<file path="src/rtl/riscv_ex_arb.sv">
// riscv_ex_arb: round-robin sharing of one in-order riscv_ex_pipe between two
// issue requesters, with an in-order owner tag FIFO that steers results back.
`ifndef EX_FUNCT_W
`define EX_FUNCT_W 4
`endif

// state  | meaning
// IDLE   | free to arbitrate; a winner may transfer in the same cycle
// LOCKED | winner offered to the pipe without ack; held until ex_ack

module riscv_ex_arb #(
  parameter int DEPTH   = 4,
  parameter int FUNCT_W = `EX_FUNCT_W
) (
  input  logic                   clk,
  input  logic                   rstn,
  input  logic [1:0]             req_rdy,
  output logic [1:0]             req_ack,
  input  logic [63:0]            req_op1,
  input  logic [63:0]            req_op2,
  input  logic [2*FUNCT_W-1:0]   req_funct,
  output logic                   ex_rdy,
  input  logic                   ex_ack,
  output logic [31:0]            ex_op1,
  output logic [31:0]            ex_op2,
  output logic [FUNCT_W-1:0]     ex_funct,
  input  logic                   wb_rdy,
  output logic                   wb_ack,
  input  logic [31:0]            wb_data,
  output logic [1:0]             rsp_rdy,
  input  logic [1:0]             rsp_ack,
  output logic [31:0]            rsp_data,
  output logic                   err_orphan
);

  localparam int PTR_W = $clog2(DEPTH);
  localparam logic [PTR_W:0] FULL_CNT = (PTR_W+1)'(DEPTH);

  typedef enum logic {IDLE, LOCKED} state_t;

  state_t           state, state_nxt;
  logic             rr_last;
  logic             lock_id;
  logic [PTR_W-1:0] wr_ptr, rd_ptr;
  logic [PTR_W:0]   count;
  logic [DEPTH-1:0] tag_mem;

  logic full, empty, grant, winner, ex_xfer, head, push, pop;

  assign full  = (count == FULL_CNT);
  assign empty = (count == '0);

  // Grant is gated by rstn in IDLE so the pipe sees no request while reset is held.
  always_comb begin
    state_nxt = state;
    grant     = 1'b0;
    winner    = 1'b0;
    case (state)
      IDLE: begin
        if (rstn && !full && (req_rdy != 2'b00)) begin
          grant = 1'b1;
          if (req_rdy == 2'b11) winner = ~rr_last;
          else                  winner = req_rdy[1];
          if (!ex_ack) state_nxt = LOCKED;
        end
      end
      LOCKED: begin
        grant  = 1'b1;
        winner = lock_id;
        if (ex_ack) state_nxt = IDLE;
      end
      default: state_nxt = IDLE;
    endcase
  end

  assign ex_rdy   = grant;
  assign ex_op1   = winner ? req_op1[63:32] : req_op1[31:0];
  assign ex_op2   = winner ? req_op2[63:32] : req_op2[31:0];
  assign ex_funct = winner ? req_funct[2*FUNCT_W-1:FUNCT_W] : req_funct[FUNCT_W-1:0];
  assign ex_xfer  = grant & ex_ack;
  assign req_ack  = ex_xfer ? (winner ? 2'b10 : 2'b01) : 2'b00;
  assign push     = ex_xfer;

  assign head     = tag_mem[rd_ptr];
  assign rsp_rdy  = (wb_rdy && !empty) ? (head ? 2'b10 : 2'b01) : 2'b00;
  assign wb_ack   = !empty && rsp_ack[head];
  assign pop      = wb_rdy & wb_ack;
  assign rsp_data = wb_data;

  always_ff @(posedge clk or negedge rstn) begin
    if (!rstn) begin
      state      <= IDLE;
      lock_id    <= 1'b0;
      rr_last    <= 1'b1;
      wr_ptr     <= '0;
      rd_ptr     <= '0;
      count      <= '0;
      tag_mem    <= '0;
      err_orphan <= 1'b0;
    end else begin
      state <= state_nxt;
      if (grant && state == IDLE) lock_id <= winner;
      if (push) begin
        tag_mem[wr_ptr] <= winner;
        wr_ptr          <= wr_ptr + 1'b1;
        rr_last         <= winner;
      end
      if (pop) rd_ptr <= rd_ptr + 1'b1;
      case ({push, pop})
        2'b10:   count <= count + 1'b1;
        2'b01:   count <= count - 1'b1;
        default: count <= count;
      endcase
      if (wb_rdy && empty) err_orphan <= 1'b1;
    end
  end

endmodule

</file>
<file path="config.mk">
export PLATFORM = sky130hd
export DESIGN_NAME = riscv_ex_arb
export DESIGN_NICKNAME = d
export VERILOG_FILES = /design/src/rtl/riscv_ex_arb.sv
export SDC_FILE = /design/constraint.sdc
export NUM_CORES = 1
export LEC_CHECK = 0
export CAP_MARGIN = 20
export CORE_AREA = 2 2 109 111
export CTS_BUF_LIST = sky130_fd_sc_hd__clkbuf_16
export CTS_CLUSTER_SIZE = 10
export DETAILED_ROUTE_END_ITERATION = 10
export DIE_AREA = 0 0 111 113
export SYNTH_ARGS = -nofsm -noshare
export SYNTH_HDL_FRONTEND = slang
export SYNTH_SLANG_ARGS = --single-unit
</file>
<file path="constraint.sdc">
create_clock -name clk -period 3.2 [get_ports clk]
set_input_delay 0.64 -clock clk [delete_from_list [all_inputs] [get_ports clk]]
set_output_delay 0.64 -clock clk [all_outputs]
set_load 0.05 [all_outputs]
</file>
After elaboration in Yosys (flattened, before gate mapping):

Index checks and enable logic that the tools add are counted.

* reduce and logical (&&, ||, !) cells: 12
* bitwise logic cells: 4
* $lt $le $gt $ge: 4
* add/subtract/negate cells: 4
* equal/unequal tests: 4
* multiplexer cells: 23

Operators by type and width (number)
* 32-bit 2-to-1 mux: 2
* 1-bit 2-to-1 mux: 9
* 2-bit 2-to-1 mux: 4
* 1-bit logical AND: 7
* 2-bit by 3-bit less-than comparator with 1-bit output, second input constant: 2
* 1-bit one-hot mux with 2 select lines: 3
* 3-bit one-hot mux with 2 select lines: 1
* 2-bit by 1-bit adder with 2-bit output, second input constant: 2
* 4-bit bitwise mux: 1
* 2-bit equality test, second input constant: 2
* 4-bit 2-to-1 mux: 1
* 2-bit nonzero test: 2
* 3-bit by 1-bit adder with 3-bit output, second input constant: 1
* 3-bit equality test, second input constant: 1
* 3-bit logical NOT: 1
* 3-bit by 1-bit subtractor with 3-bit output, second input constant: 1
* 1-bit AND: 2
* 1-bit binary-select mux with 2-bit select: 1
* 1-bit demux with 2-bit select: 1
* 2-bit by 1-bit equality test with 1-bit output, second input constant: 1
* 2-bit by 1-bit >= comparator with 1-bit output, second input constant: 1
* 1-bit logical NOT: 2
* 1-bit by 2-bit less-than comparator with 1-bit output, second input constant: 1
* 1-bit inverter: 2

* register bits after elaboration: 15
* logic and storage cells: 59
* input port bits: 176

Depth between registers and ports, before layout:

Gate-level depths: netlist (run 1).

* depth after elaboration: 9
* depth in mapped cells: 11
* gate-level depth less buffers: 10

Worst setup path after synthesis (run 1):

Ideal clock, no wire load.

* path type: input to output
* from: input req_rdy[1]
* to: output req_ack[1]
* buffers on the path: 1
* cell stages on the path: 6
* slack: 0.102 ns
* required time: 2.560 ns
* arrival: 2.458 ns
* cells stage by stage: o21ai_1 o21bai_2 and2_1 buf_2 inv_1 nor2_1

* cells in the longest elaborated chain, start to end: 6

Ends and longest elaborated chain
* from (decl): RTL line 17 `input logic [1:0] req_rdy,`
* 2-bit nonzero test: RTL line 60 `if (rstn && !full && (req_rdy != 2'b00)) begin`
* 1-bit logical AND: RTL line 60
* 1-bit 2-to-1 mux: RTL line 60
* 1-bit one-hot mux with 2 select lines: RTL line 58 `case (state)`
* net ex_rdy: RTL line 22 `output logic ex_rdy,`
* 1-bit AND: RTL line 80 `assign ex_xfer = grant & ex_ack;`
* 2-bit 2-to-1 mux: RTL line 81 `assign req_ack = ex_xfer ? (winner ? 2'b10 : 2'b01) : 2'b00;`
* to (decl): RTL line 18 `output logic [1:0] req_ack,`

The timed path passes the listed nets, and every way through them passes these cells.

Worst setup path after layout (run 1):

* from: input req_rdy[1]
* to: output ex_op1[6]

* cells in the longest elaborated chain, start to end: 5

Ends and longest elaborated chain
* 2-bit equality test or 2-bit nonzero test (tied branches): RTL line 62, 60
* 1-bit 2-to-1 mux or 1-bit logical AND (tied branches): RTL line 62, 60
* 1-bit 2-to-1 mux *: RTL line 60
* 1-bit one-hot mux with 2 select lines *: RTL line 58
* 32-bit 2-to-1 mux *: RTL line 77 `assign ex_op1 = winner ? req_op1[63:32] : req_op1[31:0];`
* to (decl): RTL line 24 `output logic [31:0] ex_op1,`

Every way passes the cells marked *; elsewhere a longest branch is shown, timed or not.

==> run_results.csv, run 1 <==
group,metric,value,unit
power_and_ir_drop,total_power,2.56,mW
floorplanning,ios,283,
setup_path,critPathLaunchType,"input pin",
yosys,yosys-top-cells-count,"43 x mux2_4, 32 x buf_4, 25 x mux2_2",
setup_path,arrival,2430,ps
timing,rsz0062_at_grt,"false",
worst_hold_path,worstHoldPathType,"register to register",
yosys,ys_seq_elements,15,
route,first_iter_violations,47,
route,drc_errors,0,
floorplanning,fp.dieW,111,um
global_route,grt_pass1_vias,2252,
timing,max_freq,326,MHz
place,gp_congestion,0.808,
power_and_ir_drop,intPower,1.30,mW
floorplanning,core,11300,um2
job,maxCapViolCount,0,
cells_and_area,utilization,0.370,
clocking,cts_tree,"built",
clocking,numCtsBuffers,3,
setup_path,end_kind,"output pin",
floorplanning,die_height,113,um
power_and_ir_drop,switching_power,1.25,mW
power_and_ir_drop,ir_drop,0.564,mV
place,place_ws,47.2,ps
global_route,grtUsageTotal,0.124,
route,finalWirelength,8240,um
setup_path,crit_family,"buffers and inverters",
timing,tightestPinTransition,495,ps
route,first_pass_iters,4,
yosys,synth_area_per_cell,11.4,um2
yosys,synth_cell_type_count,31,
timing,hold_viol,0,
clocking,clk_latency,240,ps
power_and_ir_drop,pwr-share-clk,0.093,
yosys,synth_fp_nets,365,
cells_and_area,syn_to_final_growth,99.9,%
place,numPortBuffers,218,
yosys,synth.area.top_cells,"mux2_4 31%, dfrtp_1 17%, mux2_2 13%",
timing,relSlewSlack,0.669,
clocking,cts.sinks,15,
power_and_ir_drop,p_sw_frac,0.491,
timing,skew,2.21,ps
power_and_ir_drop,p_leak,1.91,nW
timing,slew_viol_final,0,
clocking,h-tree-depth,1,
setup_path,critPathKind,"input pin to output pin",
power_and_ir_drop,power_density,612,nW/um2
clocking,clk_pin_slew,50,ps
clocking,cts_buffer_depth,2,
yosys,synth-main-ff-cell,"dfrtp_1",
yosys,ys_async_sr_fraction,1.00,
route,vias,2095,
yosys,yosysMostFrequentCell,"mux2_4",
route,drtAntennaViolNets,0,
cells_and_area,layout.nets,554,
global_route,grt_max_degree,31,
global_route,grt-ovfl-total,0,
floorplanning,die-area,12500,um2
global_route,grt_first_pass_wirelength,12500,um
timing,whs,466,ps
floorplanning,rows,39,
setup_path,cp_slowest_cell,"clkdlybuf4s50_1",
route,via_per_inst,4.08,
timing,finalSetupTns,0,ps
timing,setup_violations,0,
power_and_ir_drop,p_comb_frac,0.762,
setup_path,path_buf_inv,3,
setup_path,reg2reg_slack,900,ps
power_and_ir_drop,sequentialPowerShare,0.145,
timing,post-route-period-util,0.958,
clocking,cts-root-buf,"clkbuf_16",
timing,period_minus_slack,3070,ps
cells_and_area,drive_gt1_frac,0.426,
global_route,antenna_found_initial,0,
yosys,syn-cell-area,2090,um2
setup_path,worstPathMaxFanout,27,
clocking,ctsHoldBuffers,0,
setup_path,path_cells,"clkdlybuf4s50_1 -> o21ai_2 -> nor4_4 -> a21oi_4 -> buf_12 -> mux2_2 -> buf_4",
run_status,status,"completed",
floorplanning,floorplan.initialDensity,0.185,
yosys,synth_edf_count,0,
timing,setup_slack,135,ps
yosys,yosysTopAreaCellShare,0.309,
yosys,synthCells,183,
yosys,yosys.area.top_type,"mux2_4",
place,dp_hpwl,7220,um
setup_path,critPathMaxStageDelay,430,ps
setup_path,cp.required,2560,ps
route,wl_per_cell,16.0,um
yosys,yosysWarningCount,0,
cells_and_area,diodes,0,
yosys,seq_area_frac_synth,0.180,
[cell families (layout without fill, tap and decap cells)]
| family | after synthesis | count (layout) | synth area share |
|---|---|---|---|
| AOI/OAI and AO/OA | 19 | 19 | 0.0611 |
| xor gates and xnor gates | 5 | 5 | 0.0210 |
| adders and majority gates | 6 | 6 | 0.0396 |
| buffers and inverters | 47 | 235 | 0.165 |
| DFF | 15 | 15 | 0.180 |
| muxes | 75 | 75 | 0.478 |
| and+or+nand+nor | 16 | 16 | 0.0546 |
[placed cells by master (no fill, tap or decap), types with 2 or more instances in the layout]
master             n
a21oi_1            2
a31oi_1            8
and2_1             2
buf_12             7
buf_4             73
clkbuf_16          3
clkdlybuf4s50_1  145
dfrtp_1           14
ha_1               5
inv_1              7
mux2_2            25
mux2_4            43
mux2i_1            7
nand2b_1           2
nor2_1             5
nor2b_1            2
o21ai_0            2
o31ai_1            2
xnor2_1            2
xor2_1             3
[per-layer routing]
layer,share of wire,track usage
met1,0.40,0.147
met4,0.0051,0.0208
met5,0.012,0.0549
met3,0.12,0.0621
met2,0.46,0.199
[sequential cells by signal (all words and copies together) (netlist names)]
name        flops
wr_ptr          2
err_orphan      1
rr_last         1
state           1
count           3
lock_id         1
tag_mem         4
rd_ptr          2
[what timing repair did]
item / 4_1_cts / 5_1_grt
buffers inserted: 0 / 0
gates resized for setup: 0 / 1
endpoints found under the setup margin: 0 / 49
[cell type report]
cell class | instances | area, um2
fill | 1114 | 7100
timing repair buffer | 225 | 2140
multi-input combinational | 121 | 1380
sequential | 15 | 377
tap | 143 | 179
clock buffer | 3 | 75.1
inverter | 6 | 22.5
clock inverter | 1 | 3.75
[final timing paths]
| kind | from | to | depth (start not counted) |
|---|---|---|---|
| worst min-delay path | err_orphan$_DFFE_PN0P_ | err_orphan$_DFFE_PN0P_ | 1 |
| worst max-delay path | req_rdy[1] | ex_op1[6] | 7 |
| worst max register to register | rd_ptr[1]$_DFFE_PN0P_ | count[2]$_DFFE_PN0P_ | 10 |
| worst min register to register | err_orphan$_DFFE_PN0P_ | err_orphan$_DFFE_PN0P_ | 1 |
| min in group asynchronous | rstn | err_orphan$_DFFE_PN0P_ | 2 |
| max in group asynchronous | rstn | rr_last$_DFFE_PN1P_ | 2 |
[per-stage QoR]
| step | cell area (um2) | std cells |
|---|---|---|
| after floorplan | 2090 | 183 |
| after global placement | 4090 | 510 |
| after detailed placement | 4090 | 510 |
| after CTS | 4170 | 514 |
| after global routing | 4170 | 514 |
| final | 4170 | 514 |
[power by group through the flow]
stage               sequential, mW  clock (mW)  combinational, mW
floorplan                    0.374           0               1.46
global placement             0.372           0               1.95
detailed placement           0.371           0               1.96
CTS                          0.372       0.243               1.97
global route                 0.387       0.253               2.06
finish                       0.371       0.237               1.95
No activity file was read; power rests on OpenSTA's default activity.
==> run 2, diff against run 1 <==
- PLACE_DENSITY: default -> 0.65
- SLEW_MARGIN: default -> 20
==> run 2 against run 1 <==
First-iteration DRC count shrank 6.4%. Sequential cell count is the same. Critical path depth grew 1. Wire length grew 6.3%. Cell count grew 0.58%. Count of clock-buffer cells in the layout is the same. Total power grew 3.9%. Largest power group unchanged.
==> run_results.csv, run 2 (synthesis results as in run 1) <==
group,metric,value,unit
cells_and_area,drive_gt1_frac,0.433,
cells_and_area,seqCellArea,377,um2
route,finalWirelength,8760,um
power_and_ir_drop,ir_drop,0.674,mV
clocking,cts.sinks,15,
global_route,antenna_found_initial,0,
run_status,status,"completed",
worst_hold_path,worst_hold_path.num_cells,1,
global_route,grt_max_degree,27,
route,drc_errors,0,
route,first_iter_violations,44,
place,gp_congestion,0.934,
clocking,numCtsBuffers,3,
timing,slew_viol_final,0,
cells_and_area,layout.nets,557,
global_route,grtUsageTotal,0.128,
cells_and_area,utilization,0.385,
timing,hold_viol,0,
power_and_ir_drop,p_leak,1.98,nW
place,dp_hpwl,7820,um
cells_and_area,multiInputGateArea,1380,um2
cells_and_area,syn_to_final_growth,108,%
setup_path,cp.required,2560,ps
route,vias,2161,
route,drtAntennaViolNets,0,
clocking,cts_tree,"built",
cells_and_area,final_common_cell,"clkdlybuf4s50_1",
setup_path,rr_startpoint,"rd_ptr[1]$_DFFE_PN0P_",
power_and_ir_drop,intPower,1.38,mW
floorplanning,die-area,12500,um2
place,numPortBuffers,218,
global_route,grt_pass1_vias,2199,
clocking,cts_buffer_depth,2,
clocking,h-tree-depth,1,
timing,finalSetupTns,0,ps
cells_and_area,largest_registers,"tag_mem x4, count x3",
cells_and_area,top_register,"tag_mem",
power_and_ir_drop,pwr-share-clk,0.092,
place,place_ws,64.5,ps
timing,setup_violations,0,
clocking,clk_latency,250,ps
place,dp.cells,513,
setup_path,r2r-end,"count[2]$_DFFE_PN0P_",
setup_path,r2r_cells,10,
timing,max_freq,320,MHz
setup_path,reg2reg_slack,890,ps
cells_and_area,diodes,0,
worst_hold_path,min_to,"err_orphan$_DFFE_PN0P_",
floorplanning,die_height,113,um
job,maxCapViolCount,0,
floorplanning,rows,39,
timing,post-route-period-util,0.977,
timing,relSlewSlack,0.666,
global_route,grt_first_pass_wirelength,12500,um
cells_and_area,layout.cells.non_filler,517,
setup_path,critPathKind,"input pin to output pin",
power_and_ir_drop,p_comb_frac,0.768,
power_and_ir_drop,power_density,613,nW/um2
cells_and_area,nFillCells,1092,
timing,skew,0.899,ps
cells_and_area,design_area,4330,um2
timing,whs,458,ps
setup_path,worstPathMaxFanout,14,
clocking,ctsHoldBuffers,0,
setup_path,critPathLaunchType,"input pin",
clocking,clk_pin_slew,50,ps
timing,tightestPinTransition,500,ps
floorplanning,fp.dieW,111,um
worst_hold_path,worstHoldPathType,"register to register",
floorplanning,floorplan.initialDensity,0.185,
setup_path,end_kind,"output pin",
floorplanning,ios,283,
timing,rsz0062_at_grt,"false",
setup_path,arrival,2490,ps
power_and_ir_drop,total_power,2.65,mW
timing,period_minus_slack,3130,ps
route,first_pass_iters,4,
timing,setup_slack,73.4,ps
power_and_ir_drop,switching_power,1.28,mW
power_and_ir_drop,p_sw_frac,0.481,
cells_and_area,final_cell_mix,"145 x clkdlybuf4s50_1, 65 x buf_4, 43 x mux2_4",
worst_hold_path,hp-start,"err_orphan$_DFFE_PN0P_",
clocking,cts-root-buf,"clkbuf_16",
route,via_per_inst,4.18,
cells_and_area,largest_reg_flops,4,
place,placedInstanceArea,4250,um2
route,wl_per_cell,17.0,um
floorplanning,core,11300,um2
global_route,grt-ovfl-total,0,
power_and_ir_drop,sequentialPowerShare,0.139,
-- run 2: power groups by stage --
stage / combinational (mW) / sequential, mW / clock, mW
floorplan: 1.46 / 0.374 / 0
global placement: 2.03 / 0.368 / 0
detailed placement: 2.05 / 0.375 / 0
CTS: 2.06 / 0.372 / 0.252
global route: 2.15 / 0.385 / 0.261
finish: 2.04 / 0.370 / 0.245
-- run 2: worst max-delay path by stage --
| stage | startpoint | endpoint | slack [ps] | depth (start not counted) |
|---|---|---|---|---|
| after global placement | req_rdy[1] | ex_op2[28] | 60 | 8 |
| after CTS | req_rdy[0] | ex_op2[28] | 60 | 8 |
| final | req_rdy[1] | ex_op1[28] | 70 | 8 |
| after floorplan | req_rdy[1] | req_ack[1] | 100 | 6 |
| after detailed placement | req_rdy[1] | ex_op2[28] | 60 | 8 |
| after global routing | req_rdy[1] | ex_op1[28] | 20 | 8 |
-- run 2: cell type report --
cell class / instances / area share
Clock buffer: 3 / 0.0173
Clock inverter: 1 / 0.00115
Inverter: 6 / 0.00520
Multi-Input combinational cell: 121 / 0.318
Sequential cell: 15 / 0.0869
Tap cell: 143 / 0.0413
Timing Repair Buffer: 228 / 0.531
-- run 2: per-layer routing --
layer,GRT usage,part of all wire,vias to the layer above
li1,-,-,1000
met1,0.141,0.37,1004
met2,0.213,0.48,144
met3,0.0691,0.13,11
met4,0.0275,0.010,2
met5,0.0510,0.010,-
-- run 2: critical path, cell delays in order --
cell and delay, ps:
clkdlybuf4s50_1 490, a21bo_2 250, nor4_4 200, a21oi_4 80, buf_12 170, buf_12 160, mux2_4 300, buf_4 190
-- run 2: repair_timing --
action | 4_1_cts | 5_1_grt
gates resized for setup | 0 | 1
setup buffers | 0 | 0
setup endpoints to repair | 0 | 1
==> run 3, diff against run 2 <==
- PLACE_DENSITY: 0.65 -> default
==> results of run 3 <==
Same layout as run 1: the final DEF is identical, and so are final timing and power.
